File: src/rtl/mc_program_loader.sv
// mc_program_loader: control sequencer for the MC14500B core.
// Streams a program image into the text RAM (valid/ready, 1 word/cycle,
// 1-cycle write latency), then gates core execution via cpu_hold/cpu_clk_en
// (hold / run / single-step).
// Optional feature: define MC_LOADER_CHECKSUM_EN to add the load_checksum
// output and expect_checksum input (image checksum verified at end of load).
module mc_program_loader #(
    parameter int ADDR_WIDTH        = 8,
    parameter int INSTRUCTION_WIDTH = 4,
    parameter int DATA_WIDTH        = ADDR_WIDTH + INSTRUCTION_WIDTH,
    parameter int PROG_DEPTH        = 2 ** ADDR_WIDTH
) (
    input  logic                  clk,
    input  logic                  reset,
    input  logic                  load_start,
    input  logic                  load_valid,
    output logic                  load_ready,
    input  logic [DATA_WIDTH-1:0] load_data,
    input  logic                  load_last,
    input  logic                  halt_req,
    input  logic                  run_req,
    input  logic                  step_req,
    output logic                  prog_write,
    output logic [ADDR_WIDTH-1:0] prog_addr,
    output logic [DATA_WIDTH-1:0] prog_cmd,
    output logic                  cpu_hold,
    output logic                  cpu_clk_en,
    output logic                  busy,
    output logic                  load_done,
    output logic                  load_error,
`ifdef MC_LOADER_CHECKSUM_EN
    input  logic [DATA_WIDTH-1:0] expect_checksum,
    output logic [DATA_WIDTH-1:0] load_checksum,
`endif
    output logic [ADDR_WIDTH:0]   word_count
);

    localparam int            CW      = ADDR_WIDTH + 1;
    localparam logic [CW-1:0] DEPTH_C = CW'(PROG_DEPTH);

    typedef enum logic [2:0] {
        S_HALT,
        S_LOAD,
        S_FLUSH,
        S_RUN,
        S_STEP
    } state_e;

    state_e                  state_q, state_d;
    logic                    prog_write_q, prog_write_d;
    logic [ADDR_WIDTH-1:0]   prog_addr_q, prog_addr_d;
    logic [DATA_WIDTH-1:0]   prog_cmd_q, prog_cmd_d;
    logic                    cpu_hold_q, cpu_hold_d;
    logic                    cpu_clk_en_q, cpu_clk_en_d;
    logic                    load_done_q, load_done_d;
    logic                    load_error_q, load_error_d;
    logic [CW-1:0]           word_count_q, word_count_d;
`ifdef MC_LOADER_CHECKSUM_EN
    logic [DATA_WIDTH-1:0]   checksum_q, checksum_d;
`endif
    logic                    go_load;

    // Next-state and next-output computation for the sequencer.
    always_comb begin
        state_d      = state_q;
        prog_write_d = 1'b0;
        prog_addr_d  = prog_addr_q;
        prog_cmd_d   = prog_cmd_q;
        cpu_hold_d   = cpu_hold_q;
        cpu_clk_en_d = cpu_clk_en_q;
        load_done_d  = 1'b0;
        load_error_d = load_error_q;
        word_count_d = word_count_q;
`ifdef MC_LOADER_CHECKSUM_EN
        checksum_d   = checksum_q;
`endif
        go_load      = 1'b0;

        case (state_q)
            S_HALT: begin
                cpu_clk_en_d = 1'b0;
                if (load_start) begin
                    go_load = 1'b1;
                end else if (halt_req) begin
                    state_d = S_HALT;
                end else if (run_req) begin
                    state_d      = S_RUN;
                    cpu_hold_d   = 1'b0;
                    cpu_clk_en_d = 1'b1;
                end else if (step_req) begin
                    state_d      = S_STEP;
                    cpu_hold_d   = 1'b0;
                    cpu_clk_en_d = 1'b1;
                end
            end
            S_LOAD: begin
                // load_ready is 1 for the whole of LOAD, so valid alone is the handshake.
                if (load_valid) begin
                    if (word_count_q == DEPTH_C) begin
                        // Overflow is checked before the write so prog_addr never wraps.
                        load_error_d = 1'b1;
                        state_d      = S_HALT;
                    end else begin
                        prog_write_d = 1'b1;
                        prog_addr_d  = word_count_q[ADDR_WIDTH-1:0];
                        prog_cmd_d   = load_data;
                        word_count_d = word_count_q + CW'(1);
`ifdef MC_LOADER_CHECKSUM_EN
                        checksum_d   = checksum_q + load_data;
`endif
                        if (load_last) begin
                            state_d = S_FLUSH;
                        end
                    end
                end
            end
            S_FLUSH: begin
                state_d     = S_HALT;
                load_done_d = 1'b1;
`ifdef MC_LOADER_CHECKSUM_EN
                if (checksum_q != expect_checksum) begin
                    load_error_d = 1'b1;
                end
`endif
            end
            S_RUN: begin
                if (load_start) begin
                    go_load = 1'b1;
                end else if (halt_req) begin
                    state_d      = S_HALT;
                    cpu_clk_en_d = 1'b0;
                end else begin
                    cpu_hold_d   = 1'b0;
                    cpu_clk_en_d = 1'b1;
                end
            end
            S_STEP: begin
                state_d      = S_HALT;
                cpu_clk_en_d = 1'b0;
            end
            default: begin
                state_d      = S_HALT;
                cpu_hold_d   = 1'b1;
                cpu_clk_en_d = 1'b0;
            end
        endcase

        if (go_load) begin
            state_d      = S_LOAD;
            word_count_d = '0;
            load_error_d = 1'b0;
            cpu_hold_d   = 1'b1;
            cpu_clk_en_d = 1'b0;
`ifdef MC_LOADER_CHECKSUM_EN
            checksum_d   = '0;
`endif
        end
    end

    // State and registered outputs; reset parks the core in hold.
    always_ff @(posedge clk or negedge reset) begin
        if (!reset) begin
            state_q      <= S_HALT;
            prog_write_q <= 1'b0;
            prog_addr_q  <= '0;
            prog_cmd_q   <= '0;
            cpu_hold_q   <= 1'b1;
            cpu_clk_en_q <= 1'b0;
            load_done_q  <= 1'b0;
            load_error_q <= 1'b0;
            word_count_q <= '0;
`ifdef MC_LOADER_CHECKSUM_EN
            checksum_q   <= '0;
`endif
        end else begin
            state_q      <= state_d;
            prog_write_q <= prog_write_d;
            prog_addr_q  <= prog_addr_d;
            prog_cmd_q   <= prog_cmd_d;
            cpu_hold_q   <= cpu_hold_d;
            cpu_clk_en_q <= cpu_clk_en_d;
            load_done_q  <= load_done_d;
            load_error_q <= load_error_d;
            word_count_q <= word_count_d;
`ifdef MC_LOADER_CHECKSUM_EN
            checksum_q   <= checksum_d;
`endif
        end
    end

    assign load_ready = (state_q == S_LOAD);
    assign busy       = (state_q == S_LOAD) || (state_q == S_FLUSH);
    assign prog_write = prog_write_q;
    assign prog_addr  = prog_addr_q;
    assign prog_cmd   = prog_cmd_q;
    assign cpu_hold   = cpu_hold_q;
    assign cpu_clk_en = cpu_clk_en_q;
    assign load_done  = load_done_q;
    assign load_error = load_error_q;
    assign word_count = word_count_q;
`ifdef MC_LOADER_CHECKSUM_EN
    assign load_checksum = checksum_q;
`endif

endmodule

File: config.mk
export PLATFORM = sky130hd
export DESIGN_NAME = mc_program_loader
export DESIGN_NICKNAME = d
export VERILOG_FILES = /design/src/rtl/mc_program_loader.sv
export SDC_FILE = /design/constraint.sdc
export NUM_CORES = 1
export LEC_CHECK = 0
export CORE_MARGIN = 2
export CORE_UTILIZATION = 46
export CTS_BUF_LIST = sky130_fd_sc_hd__clkbuf_8 sky130_fd_sc_hd__clkbuf_16
export DETAILED_ROUTE_END_ITERATION = 7
export MAX_ROUTING_LAYER = met4
export PLACE_DENSITY = 0.83
export SETUP_SLACK_MARGIN = 0.1
export SLEW_MARGIN = 20
export SYNTH_ARGS = -nofsm -noshare
export SYNTH_HDL_FRONTEND = slang
export SYNTH_SLANG_ARGS = --single-unit
export TNS_END_PERCENT = 20
File: constraint.sdc
create_clock -name clk -period 2.03 [get_ports clk]
set_clock_uncertainty 0.15 [all_clocks]
set_input_delay 0.406 -clock clk [delete_from_list [all_inputs] [get_ports clk]]
set_output_delay 0.406 -clock clk [all_outputs]
set_load 0.02 [all_outputs]
==> impl_metrics.csv, run 1 <==
group,metric,value,unit
status,status,"complete, no violations",
timing,max_clock_freq,529,MHz
timing,hold_viol,0,
placed_design,hpwl,3280,um
finish,final_cell_mix,"clkdlybuf4s50_1 (43), dfrtp_1 (34), mux2_4 (18), buf_4 (18), nor2_1 (13)",
min_path,hp-class,"flip-flop to flip-flop",
cts,cts_root_buffer,"clkbuf_8",
critical_path,slowest_stage,"or3b_4",
critical_path,cp.arrival,1.33,ns
timing,period_share,93.1,%
critical_path,crit_path_max_incr_delay,0.40,ns
cts,clock_latency,0.29,ns
floorplanning,die_h,66.8,um
timing,worst_slack,0.140,ns
grt,grt_pass1_vias,1437,
floorplanning,die_x,66.8,um
route,first_pass_iters,4,
route,vias,1433,
synthesis,yosysSeqAreaShare,51.1,%
synthesis,netlist_area,0.00181,sq mm
timing,maxSlewViolCount,0,
floorplanning,start_util,48.8,%
cts,cts_made_buffers,5,
synthesis,muxShareOfSynthArea,17.0,%
timing,period_minus_slack,1.89,ns
critical_path,crit_path_end_kind,"output pin",
route,drc,0,
synthesis,synth_xor_xnor_area_share,4.35,%
synthesis,ys_types,41,
floorplanning,ios,56,
timing,grt_setup_unrepaired,"yes",
cts,cts.sinks,37,
floorplanning,num_rows,22,
finish,syn_to_final_growth,46.2,%
synthesis,synth_edf_count,0,
grt,grt_first_pass_wirelength,6780,um
floorplanning,core,0.00372,sq mm
finish,fillerInstances,245,
synthesis,synth_fa_ha_area_share,1.38,%
route,totalWireLength,4270,um
finish,final_common_cell,"clkdlybuf4s50_1",
cts,cts_tree,"done",
grt,track_usage,21.3,%
critical_path,cp.buffers_inverters,2,
finish,layout-drive-gt1-share,30.1,%
synthesis,synth_flop_cell,"dfrtp_1",
synthesis,synth-seq-cells,37,
grt,antenna_found_initial,0,
cts,clkTransAtPathRegs,0.07,ns
critical_path,cp_max_fo,2,
placed_design,globalplace.congestion,0.862,
timing,slew_headroom,65.4,%
route,drt_iter0_markers,44,
route,ant_nets,0,
critical_path,crit_chain,"or3b_4 -> inv_2 -> or2_4 -> buf_6",
route,post_drt_via_cell_ratio,5.37,
finish,final_cell_area,0.00265,sq mm
power_and_ir_drop,p_leak,1.20,nW
synthesis,ys_warn_count,0,
cts,clock_path_buffers,2,
placed_design,numPortBuffers,55,
synthesis,ys_async_sr_fraction,100,%
power_and_ir_drop,powerDensity,1280,mW/mm^2
grt,grt_max_degree,19,
synthesis,synth-compound-area-share,6.90,%
finish,instances_no_fill,267,
synthesis,synth_top_family_by_area,"multiplexers",
power_and_ir_drop,vdd_drop_max,0.802,mV
finish,nets,241,
placed_design,pre_cts_ws,-0.139,ns
placed_design,place_inst,258,
critical_path,worstSetupPathType,"flip-flop to output pin",
timing,worst_hold_slack,0.362,ns
critical_path,critPathRequiredTime,1.47,ns
synthesis,synth_nets,165,
critical_path,crit_path_start_kind,"flip-flop",
route,wire_per_inst,16.0,um
timing,setup_viol,0,
floorplanning,die_area,0.00446,sq mm
synthesis,synth-simple-area-share,14.9,%
finish,antenna_cells,0,
synthesis,syn_area_per_cell,12.7,sq um
timing,worstMarginPinSlew,0.517,ns
cts,htree_levels,2,
critical_path,cp_top_family,"simple AND/OR/NAND/NOR gates",
synthesis,synthCells,143,
placed_design,post_dp_cell_area,0.00254,sq mm
job,drv_cap,0,
grt,grt_remaining_overflow,0,
## synth_stat cells (3+ instances only)
cell type  instances  area (sq um)
dfrtp_1           36           901
mux2_4            17           255
nor2_1            13          48.8
inv_1              7          26.3
xnor2_1            7          61.3
nor3_1             5          25.0
o21ai_0            5          25.0
a211oi_1           4          30.0
clkbuf_1           3          11.3
nand2_1            3          11.3
nand3_1            3          15.0
nand4_1            3          18.8
## where the power goes
group          leakage (nW)  total (mW)  switching, mW  internal [mW]
Clock                0.0452       0.471          0.243          0.228
Sequential            0.475        1.07          0.116          0.956
Combinational         0.678        1.85          0.874          0.975
Total                  1.20        3.39           1.23           2.16
## timing repair
action / in CTS / in global routing
setup endpoints to repair: 25 / 21
hold buffers: 1 / 0
pin swaps: 3 / 1
setup buffers: 0 / 1
endpoints found under the hold margin: 16 / 0
gates resized for setup: 25 / 5
## flip-flops by register name, summed over array words and instances (netlist names)
register and cells:
load_done 1, state_q 3, cpu_hold 1, word_count 9, prog_addr 8, prog_write 1, load_error 1, cpu_clk_en 1
prog_cmd 12
## per-layer routing
layer	up-vias	wire length [um]	part of all wire [%]	global-route usage [%]
li1	657	-	-	-
met2	50	2180	51	36.9
met4	0	65	1.5	8.93
met3	7	235	5.5	5.07
met1	719	1790	42	23.4
met5	-	0	0	-
## cell type report
class / count / area (sq um) / area share [%]
Clock inverter: 2 / 8.76 / 0.331
Multi-Input combinational cell: 91 / 838 / 31.6
Tap cell: 48 / 60.1 / 2.27
Clock buffer: 5 / 68.8 / 2.60
Inverter: 7 / 26.3 / 0.992
Sequential cell: 37 / 930 / 35.1
Timing Repair Buffer: 77 / 718 / 27.1
## logic make-up after synthesis
logic type      Yosys count
mux                      22
simple gates             40
buf+inv                  15
fa+ha+maj                 2
compound gates           18
flops                    37
xor+xnor                  9
## final timing paths
path / startpoint / to / slack (ns) / cells past startpoint
worst min-delay path: prog_cmd[6] / prog_cmd[6] / 0.36 / 1
min in group asynchronous: reset / prog_write / 0.41 / 2
max in group asynchronous: reset / cpu_hold / 0.72 / 3
worst min register to register: prog_cmd[6] / prog_cmd[6] / 0.36 / 1
worst max register to register: word_count[1] / prog_cmd[8] / 0.17 / 7
worst max-delay path: state_q[2] / busy / 0.14 / 4
## through the flow
step / utilization, % / setup TNS, ns / total power, mW
2_1_floorplan: - / 0 / 2.10
3_3_place_gp: 68.4 / -0.680 / 2.80
3_5_place_dp: 68.4 / -1.38 / 2.88
4_1_cts: 70.5 / 0 / 3.36
5_1_grt: 71.3 / 0 / 3.57
6_report: 71.3 / 0 / 3.39
No activity file was read; power rests on OpenSTA's default activity.
==> run 2, diff against run 1 <==
--- a/config.mk
+++ b/config.mk
@@ -10,7 +10,7 @@
 export CTS_BUF_LIST = sky130_fd_sc_hd__clkbuf_8 sky130_fd_sc_hd__clkbuf_16
 export DETAILED_ROUTE_END_ITERATION = 7
 export MAX_ROUTING_LAYER = met4
-export PLACE_DENSITY = 0.83
+export PLACE_DENSITY = 0.88
 export SETUP_SLACK_MARGIN = 0.1
 export SLEW_MARGIN = 20
 export SYNTH_ARGS = -nofsm -noshare
==> run 2 against run 1 <==
  * First-iteration DRC count grew 84%
  * Clock power is essentially flat
  * Critical endpoint is now word_count[5]
  * Wire length shrank 7.6%
==> impl_metrics.csv, run 2 (synthesis results as in run 1) <==
group,metric,value,unit
timing,hold_viol,0,
timing,setup_viol,0,
cts,cts_root_buffer,"clkbuf_8",
grt,track_usage,18.5,%
timing,worst_slack,0.106,ns
route,totalWireLength,3950,um
floorplanning,die_area,0.00446,sq mm
power_and_ir_drop,p_comb_share,54.6,%
cts,cts.sinks,37,
power_and_ir_drop,switching_power,1.21,mW
finish,final_common_cell,"clkdlybuf4s50_1",
timing,maxSlewViolCount,0,
power_and_ir_drop,swShare,35.7,%
critical_path,crit_path_start_kind,"flip-flop",
route,post_drt_via_cell_ratio,5.21,
grt,grt_remaining_overflow,0,
timing,tns,0,ns
placed_design,place_inst,257,
finish,antenna_cells,0,
grt,grt_first_pass_wirelength,5980,um
route,drc,0,
critical_path,cp.arrival,1.95,ns
timing,max_clock_freq,520,MHz
placed_design,globalplace.congestion,0.843,
route,ant_nets,0,
finish,syn_to_final_growth,47.5,%
timing,worst_hold_slack,0.00894,ns
timing,grt_setup_unrepaired,"yes",
placed_design,hpwl,2870,um
floorplanning,ios,56,
route,wire_per_inst,14.7,um
cts,clock_path_buffers,2,
power_and_ir_drop,p_int,2.17,mW
critical_path,setup.worst_path.start,"word_count[0]",
grt,grt_max_degree,38,
cts,clkTransAtPathRegs,0.07,ns
cts,cts_made_buffers,5,
finish,layout-drive-gt1-share,29.4,%
placed_design,pre_cts_ws,-0.136,ns
placed_design,post_dp_cell_area,0.00253,sq mm
finish,nets,242,
critical_path,worstSetupPathType,"flip-flop to flip-flop",
job,drv_cap,0,
min_path,hp-class,"input pin to async pin",
placed_design,numPortBuffers,55,
power_and_ir_drop,powerDensity,1260,mW/mm^2
timing,period_share,94.8,%
power_and_ir_drop,total_power,3.38,mW
finish,final_cell_area,0.00267,sq mm
timing,period_minus_slack,1.92,ns
critical_path,reg2reg_slack,0.11,ns
finish,final_util,72.0,%
floorplanning,start_util,48.8,%
timing,worstMarginPinSlew,0.455,ns
route,drt_iter0_markers,81,
cts,cts_tree,"done",
timing,slew_headroom,69.7,%
power_and_ir_drop,seqPwrFrac,31.4,%
power_and_ir_drop,p_leak,1.27,nW
route,vias,1402,
critical_path,crit_path_end_kind,"flip-flop",
cts,htree_levels,2,
grt,antenna_found_initial,0,
critical_path,cp_max_fo,6,
finish,largest_reg_flops,12,
route,first_pass_iters,5,
status,status,"complete, no violations",
cts,clock_latency,0.28,ns
grt,grt_pass1_vias,1318,
power_and_ir_drop,pwr-share-clk,14.0,%
finish,instances_no_fill,269,
floorplanning,core,0.00372,sq mm
floorplanning,die_h,66.8,um
floorplanning,die_x,66.8,um
critical_path,r2r-start,"word_count[0]",
floorplanning,num_rows,22,
critical_path,critPathRequiredTime,2.05,ns
power_and_ir_drop,vdd_drop_max,0.864,mV
finish,final_cell_mix,"clkdlybuf4s50_1 (43), dfrtp_1 (34), buf_4 (22)",
[run 2: final cells by class]
| type | count | area [sq um] |
|---|---|---|
| flip-flops and latches | 37 | 930 |
| inverters | 7 | 26.3 |
| multi-input cells | 91 | 831 |
| fillers | 247 | 1040 |
| repair buffers | 78 | 744 |
| clock buffers | 5 | 68.8 |
| well taps | 48 | 60.1 |
| clock inverters | 3 | 13.8 |
[run 2: path summary, 6_finish.rpt]
path | depth (start not counted) | end
worst max-delay path | 8 | word_count[5]
worst min-delay path | 2 | prog_addr[0]
worst max register to register | 8 | word_count[5]
worst min register to register | 1 | prog_cmd[9]
max in group asynchronous | 2 | cpu_hold
min in group clk | 1 | prog_cmd[9]
[run 2: per-layer routing]
layer / share of wire [%] / routed length, um / GRT usage [%] / vias up
li1: - / - / - / 656
met2: 50 / 1960 / 30.9 / 48
met4: 1.5 / 61 / 4.59 / 0
met3: 5.6 / 221 / 5.07 / 8
met1: 43 / 1710 / 22.2 / 690
met5: 0 / 0 / - / -
[run 2: critical path, cell delays in order, from the launching register on]
cell and delay (ns):
dfrtp_2 0.36, inv_1 0.04, ha_1 0.18, nor4b_4 0.13
buf_4 0.17, buf_4 0.15, a2111oi_2 0.40, xnor2_1 0.18
nor2_1 0.06
[run 2: what timing repair did]
item | in CTS | in global routing
setup endpoints to repair | 29 | 32
pin swaps | 0 | 4
hold buffers | 0 | 0
setup buffers | 0 | 4
resized for setup | 13 | 13
hold endpoints to repair | 0 | 0
[run 2: power groups by stage]
| stage | Combinational [mW] | Clock (mW) | Sequential, mW |
|---|---|---|---|
| 4_1_cts | 1.76 | 0.488 | 1.06 |
| 5_1_grt | 1.95 | 0.527 | 1.09 |
| 3_5_place_dp | 1.77 | 0 | 1.08 |
| 2_1_floorplan | 0.794 | 0 | 1.31 |
| 3_3_place_gp | 1.73 | 0 | 1.06 |
| 6_report | 1.84 | 0.471 | 1.06 |
==> variant (config.mk and constraints of run 1) <==
The parameter `ADDR_WIDTH` goes from 8 to 7.
--- a/src/rtl/mc_program_loader.sv
+++ b/src/rtl/mc_program_loader.sv
@@ -6,5 +6,5 @@
 // output and expect_checksum input (image checksum verified at end of load).
 module mc_program_loader #(
-    parameter int ADDR_WIDTH        = 8,
+    parameter int ADDR_WIDTH        = 7,
     parameter int INSTRUCTION_WIDTH = 4,
     parameter int DATA_WIDTH        = ADDR_WIDTH + INSTRUCTION_WIDTH,
Ports: changed (resized load_data, prog_addr, prog_cmd and word_count); port bits go from 56 to 52. No check against the original RTL was run, so the function may have changed too.
==> variant against run 1 <==
Area after synthesis fell by 5.5%. Sequential share of layout area fell by 0.25 points. Worst setup slack got worse by 0.019 ns. Critical endpoint is now word_count[5]. Sequential cell count fell by 3. Power rose by 4.5%. Highest routed layer unchanged. Maximum frequency fell by 0.97%. Wire length fell by 14%. First-iteration DRC count fell by 23%. Final area fell by 7.4%.
==> variant: results (changes against run 1) <==
[drt]
met3WireLength_um = 202  ; was 235 um
via_per_inst = 5.04  ; was 5.37

[layout]
largest_register_ffs = 11  ; was 12
drive_gt1_share_pct = 25.4  ; was 30.1%

[global_route]
grt_use_total_pct = 19.5  ; was 21.3%
grt_pass1_wl_um = 5970  ; was 6780 um
grt_pass1_vias = 1252  ; was 1437
grt_max_degree = 35  ; was 19

[synthesis]
syn_avg_cell_area_um2 = 12.9  ; was 12.7 um^2
synth_seq_area_share_pct = 49.7  ; was 51.1%
synth_commonest_cells = 33 x dfrtp_1, 18 x nor2_1, 17 x mux2_4  ; was 36 x dfrtp_1, 17 x mux2_4, 13 x nor2_1

[placement]
place_area_um2 = 2320  ; was 2540 um^2
place_ws_ns = -0.0504  ; was -0.139 ns
port_buffers = 51  ; was 55
gp_congestion = 0.846  ; was 0.862
dp_hpwl_um = 2620  ; was 3280 um

[power_and_ir_drop]
peakVddDrop_uv = 567  ; was 802 uV
p_leak_nw = 1.09  ; was 1.20 nW

[sta]
holdWs_ns = 0.362  ; about the same
fmax_mhz = 524  ; was 529 MHz
slew_headroom_pct = 71.6  ; was 65.4%

[critical_path]
cp-endpoint = word_count[5]  ; was busy
r2r_cells = 6  ; was 7
critPathMaxStageDelay_ns = 0.63  ; was 0.40 ns
path_delay_family = buffers and inverters  ; was simple AND/OR/NAND/NOR gates
crit_slowest_cell = clkdlybuf4s50_1  ; was or3b_4
crit_start = word_count[5]  ; was state_q[2]

[status]
status = finished, final reports clean  ; unchanged

variant: worst min-delay path by stage:
stage,start,end
finish,prog_cmd[4],prog_cmd[4]
global route,prog_cmd[4],prog_cmd[4]
CTS,load_error,load_error
detailed placement,load_error,load_error
global placement,prog_cmd[8],prog_cmd[8]
floorplan,reset,cpu_clk_en
variant: layer usage:
layer,global-route usage (%),vias to the layer above
li1,-,594
met1,24.8,599
met2,30.3,37
met3,4.17,5
met4,8.59,0
met5,-,-
variant: metrics by stage:
| step | util, % | setup TNS (ns) | power, mW |
|---|---|---|---|
| after floorplan | - | 0 | 2.16 |
| after global placement | 63.9 | -0.138 | 2.80 |
| after detailed placement | 63.9 | -0.410 | 2.85 |
| after CTS | 67.7 | 0 | 3.59 |
| after global routing | 67.5 | 0 | 3.74 |
| final | 67.5 | 0 | 3.54 |
variant: cells by family (layout without fill, tap and decap cells):
kind of cell,count (synthesis),in the layout,synth area share (%)
xor+xnor,8,8,4.09
flops,34,34,49.7
buf+inv,10,74,4.02
compound gates,15,15,8.40
mux,19,19,16.1
fa+ha+maj,2,2,1.46
simple gates,45,45,16.1
variant: layout make-up:
type | instances | area (um^2)
timing repair buffer | 61 | 587
clock inverter | 3 | 68.8
sequential | 34 | 855
multi-input combinational | 89 | 796
inverter | 5 | 18.8
clock buffer | 5 | 68.8
fill | 255 | 1180
tap | 48 | 60.1
variant: report_power, final:
group	switching, mW	total [mW]	internal, mW	leakage (nW)
combinational	0.842	1.74	0.897	0.589
clock	0.254	0.746	0.492	0.0683
sequential	0.155	1.06	0.904	0.432
total	1.25	3.54	2.29	1.09
